<file path="src/rtl/pipe_csel_adder_pkg.sv">
// Shared definitions for the pipelined carry-select adder.
// The mode encoding is shared by the adder and anything that drives its sub input.
package pipe_csel_adder_pkg;

  localparam logic MODE_ADD = 1'b0;
  localparam logic MODE_SUB = 1'b1;

endpackage

</file>
<file path="src/rtl/seg_csel_adder.sv">
// One carry-select segment: both carry-in sums are formed up front, and the
// late-arriving carry only drives the final select.
module seg_csel_adder #(
  parameter int W = 8
) (
  input  logic [W-1:0] a,
  input  logic [W-1:0] b,
  input  logic         cin,
  output logic [W-1:0] s,
  output logic         cout,
  output logic         c_msb_in
);

  logic [W:0] sum0;
  logic [W:0] sum1;

  assign sum0 = {1'b0, a} + {1'b0, b};
  assign sum1 = {1'b0, a} + {1'b0, b} + (W+1)'(1);

  assign s        = cin ? sum1[W-1:0] : sum0[W-1:0];
  assign cout     = cin ? sum1[W]     : sum0[W];
  // Carry into the top bit falls out of the sum bit and the two operand bits.
  assign c_msb_in = a[W-1] ^ b[W-1] ^ s[W-1];

endmodule

</file>
<file path="src/rtl/pipe_csel_adder.sv">
// Pipelined carry-select adder/subtractor: one segment per stage, operands and
// partial results skewed through the stages, with a global hold on output stall.
module pipe_csel_adder
  import pipe_csel_adder_pkg::*;
#(
  parameter int N    = 32,
  parameter int SEGS = 4
) (
  input  logic         clk,
  input  logic         rst,
  input  logic         in_valid,
  output logic         in_ready,
  input  logic [N-1:0] a,
  input  logic [N-1:0] b,
  input  logic         sub,
  input  logic         cin,
  output logic         out_valid,
  input  logic         out_ready,
  output logic [N-1:0] s,
  output logic         cout,
  output logic         ovf
);

  localparam int SEG_W = N / SEGS;

  typedef struct packed {
    logic         valid;
    logic [N-1:0] a;
    logic [N-1:0] b;
    logic [N-1:0] s;
    logic         carry;
    logic         cmsb;
  } stage_t;

  stage_t stage_q [SEGS];
  stage_t stage_d [SEGS];
  logic   advance;

  assign advance  = !(out_valid && !out_ready);
  assign in_ready = advance;

  for (genvar k = 0; k < SEGS; k++) begin : g_stage
    logic         src_v;
    logic [N-1:0] src_a;
    logic [N-1:0] src_b;
    logic [N-1:0] src_s;
    logic         src_c;
    logic [SEG_W-1:0] seg_s;
    logic         seg_c;
    logic         seg_cm;
    logic [N-1:0] merged_s;

    if (k == 0) begin : g_first
      // Subtraction becomes A + ~B + 1 here, so later stages never see the mode.
      assign src_v = in_valid && in_ready;
      assign src_a = a;
      assign src_b = (sub == MODE_ADD) ? b : ~b;
      assign src_s = '0;
      assign src_c = (sub == MODE_SUB) ? 1'b1 : cin;
    end else begin : g_next
      assign src_v = stage_q[k-1].valid;
      assign src_a = stage_q[k-1].a;
      assign src_b = stage_q[k-1].b;
      assign src_s = stage_q[k-1].s;
      assign src_c = stage_q[k-1].carry;
    end

    seg_csel_adder #(.W(SEG_W)) u_seg (
      .a        (src_a[k*SEG_W +: SEG_W]),
      .b        (src_b[k*SEG_W +: SEG_W]),
      .cin      (src_c),
      .s        (seg_s),
      .cout     (seg_c),
      .c_msb_in (seg_cm)
    );

    always_comb begin
      merged_s = src_s;
      merged_s[k*SEG_W +: SEG_W] = seg_s;
    end

    assign stage_d[k] = '{valid: src_v, a: src_a, b: src_b, s: merged_s,
                          carry: seg_c, cmsb: seg_cm};
  end

  // Every stage moves together; a stalled output freezes the whole pipe.
  always_ff @(posedge clk) begin
    if (rst) begin
      for (int i = 0; i < SEGS; i++) stage_q[i] <= '0;
    end else if (advance) begin
      for (int i = 0; i < SEGS; i++) stage_q[i] <= stage_d[i];
    end
  end

  assign out_valid = stage_q[SEGS-1].valid;
  assign s         = stage_q[SEGS-1].s;
  assign cout      = stage_q[SEGS-1].carry;
  assign ovf       = stage_q[SEGS-1].cmsb ^ stage_q[SEGS-1].carry;

endmodule

</file>
<file path="config.mk">
export PLATFORM = sky130hd
export DESIGN_NAME = pipe_csel_adder
export DESIGN_NICKNAME = d
export VERILOG_FILES = /design/src/rtl/pipe_csel_adder_pkg.sv /design/src/rtl/seg_csel_adder.sv /design/src/rtl/pipe_csel_adder.sv
export SDC_FILE = /design/constraint.sdc
export NUM_CORES = 1
export LEC_CHECK = 0
export ABC_AREA = 1
export ABC_CLOCK_PERIOD_IN_PS = 7300
export CAP_MARGIN = 5
export CORE_MARGIN = 4
export CORE_UTILIZATION = 30
export CTS_BUF_LIST = sky130_fd_sc_hd__clkbuf_16
export CTS_CLUSTER_DIAMETER = 200
export DETAILED_ROUTE_END_ITERATION = 8
export PLACE_DENSITY_LB_ADDON = 0.1
export REMOVE_ABC_BUFFERS = 1
export SLEW_MARGIN = 20
export SYNTH_ARGS = -nofsm -noshare
export SYNTH_HDL_FRONTEND = slang
export SYNTH_SLANG_ARGS = --single-unit
</file>
<file path="constraint.sdc">
create_clock -name clk -period 7.3 [get_ports clk]
set_input_delay 1.46 -clock clk [delete_from_list [all_inputs] [get_ports clk]]
set_output_delay 1.46 -clock clk [all_outputs]
set_load 0.1 [all_outputs]
</file>
==> results.toml, run 1 <==
[worst_hold_path]
hold_depth = 2
hp-class = "flop to flop"
min_from = "stage_q[1][63]$_SDFFCE_PN0P_"
hold-path-endpoint = "stage_q[2][63]$_SDFFCE_PN0P_"

[yosys]
synthesis.area_um2 = 9570
synth_seq_cells = 185
ys_async_sr_fraction_pct = 0
syn_area_per_cell_um2 = 9.56
synth_seq_area_share_pct = 58.0
synth_cell_type_count = 31
synth_ff_type = "edfxtp_1"
synthCells = 1002
ys_warn_count = 0
synth-edff-count = 185

[critical_path]
required_ns = 5.84
arrival_ns = 3.26
rrSetupSlack_ns = 4.73
reg2reg_from = "stage_q[3][98]$_SDFFCE_PN0P_"
endpoint_kind = "output port"
critical_path_class = "input port to output port"
cp_cell_sequence = "clkdlybuf4s50_1 > inv_1 > nand2_1 > clkdlybuf4s50_1"
critPathMaxFanout = 2
slowest_delay_ns = 1.15
critical_path.top_delay_family = "buffers and inverters"
cp-start-kind = "input port"
r2r_cells = 6
rr_endpoint = "stage_q[3][32]$_SDFFCE_PN0P_"
cp_common_cell = "clkdlybuf4s50_1"
worst-path-buf-inv = 3
crit_slowest_cell = "clkdlybuf4s50_1"

[timing]
hold_viol = 0
period_share_pct = 64.6
max_freq_mhz = 212
fin_crit_ns = 4.72
rsz0062_at_grt = "no"
worst_pin_slew_ns = 1.05
clock_skew_ns = 0.0124
setup_viol_count_final = 0
drv_slew = 0
relSlewSlack_pct = 30.0
finalWorstSetupSlack_ns = 2.58

[clocking]
htree_levels = 4
worstSkewPairLatency_ns = 0.43
post_cts_buffers = 0
clkTransAtPathRegs_ns = 0.06
post_cts_resized = 0
cts_tree = "built"
clock_path_buffers = 2
ctsHoldBuffers = 0
numCtsBuffers = 17
ctsRootBufferMaster = "clkbuf_16"
clkSinkCount = 185

[route]
vias = 6054
routed-wl-met2_mm = 7.93
remaining_drc_errors = 0
drt-initial-drc-count = 274
totalWireLength_mm = 16.0
ant_nets = 0
met3_length_um = 605
firstDrtPassIters = 4
dr.max_layer_used = "met4"
wl_met1_mm = 7.16
wl_per_cell_um = 10.7
routed_via_density = 4.07

[power]
total_power_uw = 2660
switching_power_uw = 707
vdd_drop_max_mv = 0.151
cellLeakagePower_uw = 0.00504
p_int_uw = 1950
pwr-share-comb_pct = 16.2
p_clk_share_pct = 35.6
p_seq_share_pct = 48.3
p_per_area_nw_per_um2 = 232
p_sw_share_pct = 26.6

[floorplan]
std_cell_rows = 65
die_w_um = 187
core_area_um2 = 31600
die_area_um2 = 34800
start_util_pct = 30.3
top_level_ports = 106
die_h_um = 187

[cells_and_area]
layout_common_cells = "197 x nor2_1, 195 x inv_1, 185 x edfxtp_1"
final_common_cell = "nor2_1"
area_growth_pct = 19.6
regMostFlops = "stage_q"
fin_area_um2 = 11400
fillers = 3229
drive_above_1_share_pct = 4.97
diodes = 0
largest_reg_flops = 185
fin_nets = 1184
stdcell_count = 1489
reg.largest.list = "stage_q: 185 flops"

[placement]
placed_cells = 1457
io_buffers = 105
dp_hpwl_mm = 10.2
globalplace.congestion = 0.715
postPlaceCellArea_um2 = 10800
dp_slack_ns = 2.58

[global_route]
grt_pass1_wl_mm = 26.8
grt_pass1_vias = 5815
groute.usage.overall_pct = 9.40
grt_max_degree = 186
antenna_found_initial = 0
grt-ovfl-total = 0

[run_status]
outcome = "complete, no violations"

[flow_run]
drv_cap = 0
-- worst max-delay path by stage --
| stage | depth (start not counted) | end | start |
|---|---|---|---|
| global placement | 4 | in_ready | out_ready |
| floorplan | 2 | stage_q[0][1]$_SDFFCE_PN0P_ | out_ready |
| global route | 4 | in_ready | out_ready |
| CTS | 4 | in_ready | out_ready |
| finish | 4 | in_ready | out_ready |
| detailed placement | 4 | in_ready | out_ready |
-- worst reg2reg max path: stages (launching register included) --
cell and delay (ns):
edfxtp_1 0.41, nand2_1 0.13, nand2_4 0.07, buf_4 0.58, buf_4 0.83, a21oi_1 0.15
o21a_1 0.14
-- final cells by class --
cell class / instances / area [um2] / area share (%)
clock inverters: 15 / 178 / 1.55
repair buffers: 108 / 1080 / 9.47
inverters: 200 / 751 / 6.56
well taps: 402 / 503 / 4.39
flip-flops and latches: 185 / 5560 / 48.5
clock buffers: 17 / 425 / 3.72
multi-input cells: 562 / 2950 / 25.8
-- power groups by stage --
stage               combinational, uW  clock (uW)  sequential [uW]
global placement                  432           0             1310
finish                            430         946             1280
global route                      485        1020             1290
CTS                               438         990             1280
detailed placement                436           0             1310
floorplan                         228           0             1400
-- cell usage after synthesis (4+ instances only) --
master	n	area share, %
fa_1	4	0.84
inv_2	5	0.20
edfxtp_1	185	58
a21oi_1	33	1.7
ha_1	36	4.7
nand2_1	159	6.2
nand3_1	42	2.2
nor2_1	197	7.7
nor3_1	4	0.21
buf_2	6	0.31
clkbuf_1	11	0.43
xor2_1	8	0.73
xnor2_1	27	2.5
nand2_2	5	0.33
buf_4	33	2.6
o21ai_0	13	0.68
inv_1	192	7.5
buf_1	5	0.20
nand4_1	10	0.65
nand3b_1	5	0.39
-- routing by layer --
metal | vias up | GRT usage, %
met2 | 88 | 17.0
met1 | 2678 | 10.5
met3 | 18 | 2.64
met5 | - | 0
met4 | 0 | 3.56
li1 | 3270 | -
-- per-stage QoR --
stage          util (%)  hold WS, ns  TNS [ns]
6_report           36.3        0.539         0
2_1_floorplan         -        0.519    -51.76
4_1_cts            36.3        0.544         0
3_5_place_dp       34.4        0.530         0
5_1_grt            36.3        0.558         0
3_3_place_gp       34.4        0.523         0
-- kinds of logic after synthesis --
kind of cell,Yosys count,synth area share (%)
AO/OA/AOI/OAI,56,3.20
XOR/XNOR,35,3.20
adder cells (fa/ha/maj),40,5.54
buffers and inverters,255,11.4
flip-flops,185,58.0
multiplexers,3,0.314
AND/OR/NAND/NOR,428,18.3
Note: power is estimated with default switching activity, not from simulation.
==> run 2: changes to the inputs <==
--- a/config.mk
+++ b/config.mk
@@ -6,7 +6,7 @@
 export NUM_CORES = 1
 export LEC_CHECK = 0
 export ABC_AREA = 1
-export ABC_CLOCK_PERIOD_IN_PS = 7300
+export ABC_CLOCK_PERIOD_IN_PS = 4400
 export CAP_MARGIN = 5
 export CORE_MARGIN = 4
 export CORE_UTILIZATION = 30
==> constraint.sdc (replaced) <==
create_clock -name clk -period 4.4 [get_ports clk]
set_input_delay 0.88 -clock clk [delete_from_list [all_inputs] [get_ports clk]]
set_output_delay 0.88 -clock clk [all_outputs]
set_load 0.1 [all_outputs]
==> results.toml, run 2 (synthesis results as in run 1) <==
[placement]
globalplace.congestion = 0.739
io_buffers = 105
postPlaceCellArea_um2 = 10900
dp_hpwl_mm = 10.3
placed_cells = 1458

[cells_and_area]
stdcell_count = 1489
area_growth_pct = 19.4
diodes = 0
fin_area_um2 = 11400
final_common_cell = "nor2_1"
regMostFlops = "stage_q"
fillers = 3216
largest_reg_flops = 185
drive_above_1_share_pct = 5.34
reg.largest.list = "stage_q: 185 flops"
fin_nets = 1185
final_util_pct = 36.2
layout_common_cells = "197 x nor2_1, 192 x inv_1, 185 x edfxtp_1"

[global_route]
grt-ovfl-total = 0
grt_pass1_wl_mm = 27.5
antenna_found_initial = 0
grt_pass1_vias = 5990
groute.usage.overall_pct = 9.64
grt_max_degree = 158

[timing]
max_freq_mhz = 333
worst_pin_slew_ns = 1.04
drv_slew = 0
clock_skew_ns = 0.0122
fin_crit_ns = 3.00
holdWs_ns = 0.539
hold_viol = 0
rsz0062_at_grt = "no"
relSlewSlack_pct = 30.3
setup_viol_count_final = 0
period_share_pct = 68.2

[critical_path]
cp-start-kind = "flop"
arrival_ns = 2.12
endpoint_kind = "output port"
critPathMaxFanout = 2
required_ns = 3.52
critical_path_class = "flop to output port"

[power]
p_int_uw = 3130
p_per_area_nw_per_um2 = 379
vdd_drop_max_mv = 0.230
pwr-share-comb_pct = 16.5
p_sw_share_pct = 27.6
cellLeakagePower_uw = 0.00503
p_clk_share_pct = 34.4
switching_power_uw = 1200
p_seq_share_pct = 49.1

[route]
wl_per_cell_um = 10.7
met3_length_um = 551
drt-initial-drc-count = 298
vias = 6050
routed-wl-met2_mm = 7.99
routed_via_density = 4.06
totalWireLength_mm = 15.9
dr.max_layer_used = "met4"
remaining_drc_errors = 0
wl_met1_mm = 7.13
firstDrtPassIters = 4
ant_nets = 0

[worst_hold_path]
hp-class = "flop to flop"

[run_status]
outcome = "complete, no violations"

[floorplan]
die_h_um = 187
std_cell_rows = 65
die_area_um2 = 34800
core_area_um2 = 31600
die_w_um = 187
top_level_ports = 106
start_util_pct = 30.3

[clocking]
post_cts_buffers = 0
post_cts_resized = 0
clock_path_buffers = 2
htree_levels = 4
ctsRootBufferMaster = "clkbuf_16"
numCtsBuffers = 17
cts_tree = "built"
ctsHoldBuffers = 0
clkTransAtPathRegs_ns = 0.07
worstSkewPairLatency_ns = 0.43
clkSinkCount = 185

[flow_run]
drv_cap = 0
run 2: per-layer routing:
metal | vias to the layer above | track usage, %
met4 | 0 | 3.58
met2 | 77 | 17.6
met3 | 13 | 2.30
met1 | 2677 | 11.0
li1 | 3283 | -
met5 | - | 0
run 2: power by group through the flow:
stage	logic, uW	clock network (uW)	registers [uW]
after global routing	811	1630	2140
after detailed placement	724	0	2170
after floorplan	378	0	2320
after CTS	727	1570	2130
after global placement	719	0	2170
final	714	1490	2130
run 2: stage by stage:
stage | setup WS, ns | TNS (ns) | power, uW
after global placement | 1.02 | 0 | 2890
final | 1.40 | 0 | 4330
after CTS | 1.35 | 0 | 4420
after global routing | 1.21 | 0 | 4590
after detailed placement | 0.995 | 0 | 2890
after floorplan | -2.88 | -672.60 | 2690
run 2: critical path: stages (launching register included):
cell	delay (ns)
edfxtp_1	0.40
xor2_1	0.16
clkdlybuf4s50_1	1.14
run 2: worst paths after layout:
check / start / to / slack (ns) / cells after the start
max: stage_q[3][1]$_SDFFCE_PN0P_ / ovf / 1.40 / 2
min: stage_q[0][61]$_SDFFCE_PN0P_ / stage_q[1][61]$_SDFFCE_PN0P_ / 0.54 / 2
max reg2reg: stage_q[1][82]$_SDFFCE_PN0P_ / stage_q[2][1]$_SDFFCE_PN0P_ / 2.00 / 12
min reg2reg: stage_q[0][61]$_SDFFCE_PN0P_ / stage_q[1][61]$_SDFFCE_PN0P_ / 0.54 / 2
run 2: final cells by class:
class	count	area, um2	share of cell area (%)
Sequential cell	185	5560	48.6
Inverter	200	751	6.57
Clock buffer	17	425	3.72
Clock inverter	14	139	1.21
Tap cell	402	503	4.40
Multi-Input combinational cell	562	2950	25.8
Timing Repair Buffer	109	1110	9.72
